**config.mk**
```make
export PLATFORM = sky130hd
export DESIGN_NAME = vc_pop_arbiter
export DESIGN_NICKNAME = d
export VERILOG_FILES = /design/src/rtl/vc_pop_arbiter.sv
export SDC_FILE = /design/constraint.sdc
export NUM_CORES = 1
export LEC_CHECK = 0
export ABC_CLOCK_PERIOD_IN_PS = 1850
export CORE_MARGIN = 10
export CORE_UTILIZATION = 25
export CTS_CLUSTER_DIAMETER = 100
export CTS_CLUSTER_SIZE = 16
export DETAILED_ROUTE_END_ITERATION = 8
export GPL_TIMING_DRIVEN = 0
export PLACE_DENSITY = 0.52
export REMOVE_ABC_BUFFERS = 1
export SLEW_MARGIN = 20
export SYNTH_ARGS = -nofsm -noshare
export SYNTH_HDL_FRONTEND = slang
export SYNTH_SLANG_ARGS = --single-unit
```
**constraint.sdc**
```tcl
create_clock -name clk -period 1.85 [get_ports clk]
set_input_delay 0.37 -clock clk [delete_from_list [all_inputs] [get_ports clk]]
set_output_delay 0.37 -clock clk [all_outputs]
set_load 0.02 [all_outputs]
```
**src/rtl/vc_pop_arbiter.sv**
```systemverilog
`default_nettype none
// ============================================================================
// Module      : vc_pop_arbiter
// Description : Pop scheduler for the two virtual-channel FIFOs (VC0, VC1)
//               that feed the shared output mux. VC0 has strict priority;
//               a starvation counter forces one VC1 grant after
//               MAX_VC0_BURST back-to-back VC0 grants while VC1 was waiting.
//               At most one pop per cycle. A 1-entry FIFO is never popped
//               on back-to-back cycles, because its flags lag the pop that
//               is still in flight.
// Ports       : clk, reset_L (async, active-low)
//               arb_en                            - arbitration enable
//               vc0_empty / vc0_almost_empty      - VC0 FIFO flags
//               vc1_empty / vc1_almost_empty      - VC1 FIFO flags
//               d0_almost_full / d1_almost_full   - downstream back-pressure
//               pop_delay_vc0 / pop_delay_vc1     - registered pops
//               arb_state                         - 0 IDLE,1 GRANT0,2 GRANT1,3 STALL
//               With ARB_POP_COUNT_EN defined:
//               clear_counts                      - synchronous counter clear
//               pop_count_vc0 / pop_count_vc1     - wrapping pop counters
// Option      : `define ARB_POP_COUNT_EN adds the pop counters
// Revision    : 1.0 - initial release
// ============================================================================
module vc_pop_arbiter #(
    parameter int MAX_VC0_BURST = 4,
    parameter int CNT_W         = 3,
    parameter int PCNT_W        = 8
) (
    input  logic              clk,
    input  logic              reset_L,
    input  logic              arb_en,
    input  logic              vc0_empty,
    input  logic              vc0_almost_empty,
    input  logic              vc1_empty,
    input  logic              vc1_almost_empty,
    input  logic              d0_almost_full,
    input  logic              d1_almost_full,
    output logic              pop_delay_vc0,
    output logic              pop_delay_vc1,
    output logic [1:0]        arb_state
`ifdef ARB_POP_COUNT_EN
    ,
    input  logic              clear_counts,
    output logic [PCNT_W-1:0] pop_count_vc0,
    output logic [PCNT_W-1:0] pop_count_vc1
`endif
);

    typedef enum logic [1:0] {
        ST_IDLE   = 2'd0,
        ST_GRANT0 = 2'd1,
        ST_GRANT1 = 2'd2,
        ST_STALL  = 2'd3
    } arb_state_t;

    localparam logic [CNT_W-1:0] MAX_CNT = CNT_W'(MAX_VC0_BURST);

    // Elaboration-time guard on the parameter ranges.
    if (MAX_VC0_BURST < 1 || MAX_VC0_BURST > (1 << CNT_W) - 1 || PCNT_W < 1) begin : g_param_check
        $error("vc_pop_arbiter: parameter out of range");
    end

    arb_state_t       state_q, state_d;
    logic             pop0_q, pop0_d;
    logic             pop1_q, pop1_d;
    logic [CNT_W-1:0] starve_cnt_q, starve_cnt_d;

    logic elig0;
    logic elig1;
    logic stall;

    always_comb begin
        // A FIFO showing almost_empty while our pop to it is still in
        // flight may already be drained; skip it for this decision.
        elig0 = ~vc0_empty & ~(pop0_q & vc0_almost_empty);
        elig1 = ~vc1_empty & ~(pop1_q & vc1_almost_empty);
        stall = d0_almost_full | d1_almost_full;

        state_d      = ST_IDLE;
        starve_cnt_d = starve_cnt_q;

        if (!arb_en) begin
            state_d = ST_IDLE;
        end else if (stall && (!vc0_empty || !vc1_empty)) begin
            state_d = ST_STALL;
        end else if (elig0 && elig1) begin
            state_d = (starve_cnt_q == MAX_CNT) ? ST_GRANT1 : ST_GRANT0;
        end else if (elig0) begin
            state_d = ST_GRANT0;
        end else if (elig1) begin
            state_d = ST_GRANT1;
        end else begin
            state_d = ST_IDLE;
        end

        // Counter is frozen while disabled or stalled, so a stall does not
        // reset the fairness window.
        if (arb_en && (state_d != ST_STALL)) begin
            if ((state_d == ST_GRANT1) || !elig1) begin
                starve_cnt_d = '0;
            end else if ((state_d == ST_GRANT0) && (starve_cnt_q != MAX_CNT)) begin
                starve_cnt_d = starve_cnt_q + CNT_W'(1);
            end
        end

        pop0_d = (state_d == ST_GRANT0);
        pop1_d = (state_d == ST_GRANT1);
    end

    always_ff @(posedge clk or negedge reset_L) begin
        if (!reset_L) begin
            state_q      <= ST_IDLE;
            pop0_q       <= 1'b0;
            pop1_q       <= 1'b0;
            starve_cnt_q <= '0;
        end else begin
            state_q      <= state_d;
            pop0_q       <= pop0_d;
            pop1_q       <= pop1_d;
            starve_cnt_q <= starve_cnt_d;
        end
    end

    assign pop_delay_vc0 = pop0_q;
    assign pop_delay_vc1 = pop1_q;
    assign arb_state     = state_q;

`ifdef ARB_POP_COUNT_EN
    logic [PCNT_W-1:0] pcnt0_q, pcnt0_d;
    logic [PCNT_W-1:0] pcnt1_q, pcnt1_d;

    always_comb begin
        pcnt0_d = pcnt0_q;
        pcnt1_d = pcnt1_q;
        if (clear_counts) begin
            pcnt0_d = '0;
            pcnt1_d = '0;
        end else begin
            if (pop0_q) pcnt0_d = pcnt0_q + PCNT_W'(1);
            if (pop1_q) pcnt1_d = pcnt1_q + PCNT_W'(1);
        end
    end

    always_ff @(posedge clk or negedge reset_L) begin
        if (!reset_L) begin
            pcnt0_q <= '0;
            pcnt1_q <= '0;
        end else begin
            pcnt0_q <= pcnt0_d;
            pcnt1_q <= pcnt1_d;
        end
    end

    assign pop_count_vc0 = pcnt0_q;
    assign pop_count_vc1 = pcnt1_q;
`endif

endmodule
`default_nettype wire

```
Word level (Yosys, flattened, before mapping)
Cells that the tools add are included.
- shifts and indexed selects: 0
- eq/ne operators: 5
- $mul: 0
- mux-type cells: 8
- reductions and logical operators: 11
- divide/modulo/power cells: 0
- bitwise gates (word level): 9
- order comparisons: 0
- add/subtract/negate cells: 1
- operator list (kind ; count):
    2-bit two-way mux ; 6
    3-bit two-way mux ; 2
    1-bit bitwise AND ; 4
    1-bit logical AND ; 4
    1-bit NOT ; 4
    3-bit by 1-bit adder with 3-bit output, second input constant ; 1
    3-bit == test, second input constant ; 1
    1-bit zero test ; 3
    3-bit != test, second input constant ; 1
    2-bit by 1-bit == test with 1-bit output, second input constant ; 1
    2-bit == test, second input constant ; 1
    1-bit logical OR ; 2
    2-bit != test, second input constant ; 1
    2-bit AND reduction ; 1
    2-bit nonzero test ; 1
    1-bit OR ; 1
- input port bits: 9
- ROM bits: 0
- output and inout port bits: 4
- word-level logic and storage cells: 38
- latch bits: 0
- memory bits (writable): 0
- memories: 0
- flip-flop bits (word level): 7

Depth between registers and ports, before layout
Gate-level depths: netlist of the first run.
- word-level depth: 12
- mapped depth: 5

Least setup slack after synthesis of the first run
Ideal clock, no wire load.
- kind: reg2reg
- start point: reg starve_cnt_q[0]
- end point: reg starve_cnt_q[1]
- cell stages (with the launch flop): 6
- slack: 228 ps
- period minus slack after synthesis: 1622 ps
- setup time: 78 ps
- arrival time: 1544 ps
- path through: dfrtp_1 -> inv_1 -> ha_1 -> a221o_1 -> or4b_4 -> o2bb2ai_1
- cells in the longest elaborated chain, start to end: 9
- elaborated cells on any way between the ends: 17
- those cells by class: add/sub (1); eq/ne (5); mux (6); reduce/logical (5)
- ends and longest elaborated chain (element ; line ; text):
    start: declaration ; 66 ; logic [CNT_W-1:0] starve_cnt_q, starve_cnt_d;
    start signal: assignment ; 120 ; starve_cnt_q <= starve_cnt_d;
    3-bit == test ; 87 ; state_d = (starve_cnt_q == MAX_CNT) ? ST_GRANT1 : ST_GRANT0;
    2-bit two-way mux ; 87 ;
    2-bit two-way mux ; 86 ; end else if (elig0 && elig1) begin
    2-bit two-way mux ; 84 ; end else if (stall && (!vc0_empty || !vc1_empty)) begin
    2-bit two-way mux ; 82 ; if (!arb_en) begin
    2-bit == test or 2-bit by 1-bit == test with 1-bit output (tied branches) ; 99, 101 ;
    1-bit logical OR or 1-bit logical AND (tied branches) ; 99, 101 ;
    2-bit nonzero test (no source line) ; -- ;
    2-bit AND reduction (no source line) ; -- ;
Parallel ways exist; a longest one is shown, timed or not. The select of a mux whose other input is x is not followed.
A chain may end at the register's enable or synchronous reset.

Final worst setup path of the first run
Same ends and word-level chain as after synthesis.

==> results of run 1 <==
[synthesized netlist by cell type (all sizes together)]
| master | count |
|---|---|
| a21oi | 4 |
| nand2b | 1 |
| o311ai | 1 |
| ha | 2 |
| nor2 | 2 |
| o21ai | 1 |
| o2bb2ai | 3 |
| a221o | 1 |
| or2b | 1 |
| dfrtp | 7 |
| inv | 4 |
| nand2 | 2 |
| a21o | 1 |
| or4b | 1 |
| o21bai | 1 |
[where the power goes]
group          total [mW]  internal, mW  leakage [nW]  switching (mW)
logic              0.0756        0.0398         0.114          0.0358
registers           0.170         0.164        0.0929         0.00604
clock network       0.136        0.0822        0.0150          0.0541
[flip-flops by register name, summed over array words and instances, names as in the netlist]
name	count
arb_state	2
pop_delay_vc0	1
pop_delay_vc1	1
starve_cnt_q	3
[stage by stage]
step                power, mW  worst slack (ns)
global placement        0.247           -0.0465
CTS                     0.392            0.0833
global route            0.415            0.0101
detailed placement      0.249           -0.0507
finish                  0.382            0.0894
floorplan               0.209             0.228
[how the worst min path moves through the flow]
stage                          from               to
floorplan                   reset_L     arb_state[0]
finish                      reset_L  starve_cnt_q[0]
detailed placement  starve_cnt_q[0]  starve_cnt_q[0]
CTS                         reset_L     arb_state[1]
global placement    starve_cnt_q[0]  starve_cnt_q[0]
global route                reset_L    pop_delay_vc1
[routing by layer]
metal,global-route usage [%],vias up
met2,7.44,17
met1,5.71,131
met5,0,-
met4,5.03,0
met3,5.31,2
li1,-,148
[worst max-delay path: cells and delay by family, from the launching register on]
kind                       cells  cell delay [ns]
buffers and inverters          1             0.07
DFF                            1             0.36
adders and majority gates      1             0.21
AOI/OAI and AO/OA              2             0.52
and+or+nand+nor                1             0.52
[cells by family (layout without fill, tap and decap cells)]
family	Yosys count	after routing	synth area share, %
flops	7	7	51.1
simple gates	7	7	12.4
compound gates	12	12	24.8
fa+ha+maj	2	2	7.30
buf+inv	4	20	4.38
[what timing repair did]
action,4_1_cts,5_1_grt
gates resized for setup,0,1
buffers inserted,0,0
endpoints found under the setup margin,0,1
[layout make-up]
| cell class | count | area [µm²] | share of cell area (%) |
|---|---|---|---|
| sequential | 7 | 175 | 34.1 |
| tap | 15 | 18.8 | 3.65 |
| multi-input combinational | 21 | 159 | 30.9 |
| inverter | 4 | 15.0 | 2.92 |
| clock buffer | 4 | 26.3 | 5.11 |
| timing repair buffer | 12 | 120 | 23.4 |
==> flow_metrics.env, run 1 <==
export IMPL_grt_pass1_wl_um=1410
export IMPL_routed_via_count=298
export IMPL_cts_htree_levels=1
export IMPL_ys_seq_elements=7
export IMPL_synth_cell_types=15
export IMPL_finish_utilization_pct=39.5
export IMPL_route_detailed_drc=0
export IMPL_startpoint_type="register"
export IMPL_clock_path_buffers=2
export IMPL_final_setup_tns_ns=0
export IMPL_mostFrequentLayoutCell="clkdlybuf4s50_1"
export IMPL_overflow=0
export IMPL_synth_top_area_share_pct=51.1
export IMPL_yosysTopAreaCell="dfrtp_1"
export IMPL_io_buffers=12
export IMPL_endpoint_kind="register"
export IMPL_globalplace_congestion=0.788
export IMPL_slew_viol_final=0
export IMPL_cts_inserted_buffers=3
export IMPL_dr_pass1_iters=4
export IMPL_finalNonFillerCells=63
export IMPL_period_needed_ns=1.76
export IMPL_final_cell_mix="clkdlybuf4s50_1 (12), dfrtp_1 (7), a21oi_1 (4), inv_1 (4), clkbuf_4 (3)"
export IMPL_vias_per_cell=4.73
export IMPL_drt_initial_drc_count=5
export IMPL_fin_nets=60
export IMPL_wl_met3_um=109
export IMPL_grt_pass1_vias=316
export IMPL_max_cap_violations=0
export IMPL_grt_use_total_pct=5.88
export IMPL_power_density_nw_per_um2=742
export IMPL_dpl_cell_count=59
export IMPL_slew_headroom_pct=73.5
export IMPL_wl_met2_um=351
export IMPL_outcome="complete, no violations"
export IMPL_yosysSeqAreaShare_pct=51.1
export IMPL_ff2ff_path_depth=5
export IMPL_arrival_ns=1.93
export IMPL_final_cell_area_um2=514
export IMPL_syn_instance_count=32
export IMPL_fp_row_count=13
export IMPL_cp_required_ns=2.02
export IMPL_die_w_um=57.0
export IMPL_reg2reg_slack_ns=0.09
export IMPL_die_area_um2=3250
export IMPL_top_level_ports=13
export IMPL_antenna_found_initial=0
export IMPL_num_antenna_cells=0
export IMPL_start_util_pct=26.3
export IMPL_peakVddDrop_uv=340
export IMPL_cts_tree="done"
export IMPL_drive_gt1_share_pct=10.4
export IMPL_yosysWarningCount=0
export IMPL_skew_ns=0.00125
export IMPL_cpPeakStageDelay_ns=0.52
export IMPL_reg2reg_from="starve_cnt_q[0]"
export IMPL_crit_path_start="starve_cnt_q[0]"
export IMPL_postRouteAntennaNets=0
export IMPL_clk_latency_ns=0.25
export IMPL_holdWs_ns=0.382
export IMPL_critPathKind="register to register"
export IMPL_place_area_um2=482
export IMPL_p_leak_nw=0.222
export IMPL_cts_hold_buf=0
export IMPL_avgSynthCellArea_um2=10.7
export IMPL_hold_path_class="input port to asynchronous set/reset pin"
export IMPL_timing_critical_path_to="starve_cnt_q[1]"
export IMPL_root_buffer="clkbuf_4"
export IMPL_m1WireLength_um=351
export IMPL_max_freq_mhz=568
export IMPL_cp_slowest_cell="or4b_4"
export IMPL_core_um2=1300
export IMPL_top_layer_used="met4"
export IMPL_area_growth_pct=50.0
export IMPL_path_max_fanout=3
export IMPL_die_h_um=57.0
export IMPL_drt_wl_total_um=817
export IMPL_period_share_pct=95.2
export IMPL_wl_per_cell_um=13.0
export IMPL_hold_viol=0
export IMPL_fill_cells=141
export IMPL_crit_path_cell_trace="inv_1 > ha_1 > a221o_1 > or4b_4 > o2bb2ai_1"
export IMPL_syn_area_um2=343
export IMPL_finalSetupViolCount=0
export IMPL_synthTopCellsByArea="dfrtp_1 (51%), o2bb2ai_1 (7.7%), ha_1 (7.3%), a21oi_1 (5.8%), inv_1 (4.4%)"
export IMPL_cts_sinks=7
export IMPL_dp_hpwl_um=653
export IMPL_r2r_end="starve_cnt_q[1]"
export IMPL_cts_clk_slew_worst_paths_ns=0.05
export IMPL_tightest_slew_ns=0.393
export IMPL_grt_max_degree=8
export IMPL_rsz0062_at_grt="false"
No activity file was read; power rests on OpenSTA's default activity.
==> run 2, diff against run 1 <==
--- a/config.mk
+++ b/config.mk
@@ -6,7 +6,7 @@
 export NUM_CORES = 1
 export LEC_CHECK = 0
 export ABC_CLOCK_PERIOD_IN_PS = 1850
-export CORE_MARGIN = 10
+export CORE_MARGIN = 2
 export CORE_UTILIZATION = 25
 export CTS_CLUSTER_DIAMETER = 100
 export CTS_CLUSTER_SIZE = 16
==> flow_metrics.env, run 2 (synthesis gave the netlist of run 1 again) <==
export IMPL_outcome="complete, no violations"
export IMPL_dpl_cell_count=59
export IMPL_io_buffers=12
export IMPL_startpoint_type="register"
export IMPL_holdWs_ns=0.378
export IMPL_drt_wl_total_um=703
export IMPL_cts_htree_levels=1
export IMPL_finish_utilization_pct=40.6
export IMPL_drive_gt1_share_pct=12.2
export IMPL_mostFrequentLayoutCell="clkdlybuf4s50_1"
export IMPL_cts_sinks=7
export IMPL_crit_path_start="starve_cnt_q[1]"
export IMPL_tightest_slew_ns=0.425
export IMPL_cts_inserted_buffers=3
export IMPL_endpoint_kind="register"
export IMPL_path_max_fanout=3
export IMPL_top_level_ports=13
export IMPL_arrival_ns=1.91
export IMPL_grt_max_degree=8
export IMPL_period_share_pct=93.4
export IMPL_slew_headroom_pct=71.7
export IMPL_largest_reg_flops=3
export IMPL_globalplace_congestion=0.788
export IMPL_overflow=0
export IMPL_die_area_um2=1680
export IMPL_grt_pass1_wl_um=1050
export IMPL_postRouteAntennaNets=0
export IMPL_max_freq_mhz=578
export IMPL_core_um2=1280
export IMPL_max_cap_violations=0
export IMPL_die_w_um=41.0
export IMPL_root_buffer="clkbuf_4"
export IMPL_grt_use_total_pct=10.2
export IMPL_dp_hpwl_um=582
export IMPL_p_leak_nw=0.227
export IMPL_finalSetupViolCount=0
export IMPL_slew_viol_final=0
export IMPL_clock_path_buffers=2
export IMPL_skew_ns=0.00250
export IMPL_hold_path_class="input port to asynchronous set/reset pin"
export IMPL_clk_latency_ns=0.25
export IMPL_critPathKind="register to register"
export IMPL_reg2reg_from="starve_cnt_q[1]"
export IMPL_period_needed_ns=1.73
export IMPL_peakVddDrop_uv=318
export IMPL_start_util_pct=26.7
export IMPL_route_detailed_drc=0
export IMPL_dr_pass1_iters=2
export IMPL_cts_tree="done"
export IMPL_num_antenna_cells=0
export IMPL_wl_per_cell_um=11.0
export IMPL_fin_nets=61
export IMPL_fp_row_count=13
export IMPL_area_growth_pct=52.2
export IMPL_vias_per_cell=4.75
export IMPL_hold_viol=0
export IMPL_fill_cells=129
export IMPL_antenna_found_initial=0
export IMPL_cp_required_ns=2.03
export IMPL_routed_via_count=304
export IMPL_final_cell_mix="clkdlybuf4s50_1 (12), dfrtp_1 (7), a21oi_1 (4), inv_1 (4), clkbuf_4 (3)"
export IMPL_die_h_um=41.0
export IMPL_largest_register="starve_cnt_q"
export IMPL_finalNonFillerCells=64
export IMPL_grt_pass1_vias=297
export IMPL_cts_clk_slew_worst_paths_ns=0.05
export IMPL_rsz0062_at_grt="false"
export IMPL_drt_initial_drc_count=1
export IMPL_power_density_nw_per_um2=751
==> run 2: cell types whose count changed in the layout (fill, tap and decap cells not counted) <==
cell	change
buf_4	+1
==> run 2: worst max-delay path: stages, from the launching register on <==
cell and delay, ns:
dfrtp_1 0.38, inv_1 0.06, ha_1 0.19, a221o_1 0.36, or4b_4 0.52, o2bb2ai_1 0.16
==> run 2: layout make-up <==
type	instances	area, µm²	share of cell area (%)
clock buffer	4	26.3	5.04
inverter	4	15.0	2.88
multi-input combinational	21	159	30.5
sequential	7	175	33.6
tap	15	18.8	3.60
timing repair buffer	13	128	24.5
==> run 2: through the flow <==
stage | setup TNS (ns) | area (µm²) | total power, mW | setup WS [ns]
6_report | 0 | 522 | 0.392 | 0.121
5_1_grt | 0 | 522 | 0.423 | 0.0334
4_1_cts | 0 | 508 | 0.388 | 0.0839
3_5_place_dp | -0.193 | 482 | 0.249 | -0.0840
3_3_place_gp | -0.146 | 482 | 0.247 | -0.0576
2_1_floorplan | 0 | 343 | 0.209 | 0.228
==> run 2: final timing paths <==
path                                   end  slack (ns)  cells past startpoint
setup / recovery           starve_cnt_q[2]        0.12                      5
hold / removal             starve_cnt_q[1]        0.38                      1
setup reg to reg           starve_cnt_q[2]        0.12                      5
hold reg to reg            starve_cnt_q[1]        0.53                      1
max in group asynchronous  starve_cnt_q[0]        1.23                      1
min in group clk           starve_cnt_q[1]        0.53                      1
==> run 2: power by group <==
group | total [mW] | switching (mW) | internal (mW)
registers | 0.169 | 0.00553 | 0.164
logic | 0.0829 | 0.0386 | 0.0443
clock network | 0.140 | 0.0574 | 0.0824
==> run 2: metal layers <==
metal / vias up / GRT usage (%) / wire, µm / part of all wire [%]
li1: 151 / - / - / -
met1: 138 / 10.0 / 283 / 40
met2: 12 / 17.6 / 319 / 45
met3: 3 / 3.26 / 78 / 11
met4: 0 / 7.50 / 21 / 3.0
met5: - / 0 / 0 / 0
==> run 2: timing repair <==
action | 4_1_cts | 5_1_grt
hold buffers | 0 | 0
setup endpoints to repair | 0 | 1
setup buffers | 0 | 1
resized for setup | 0 | 1
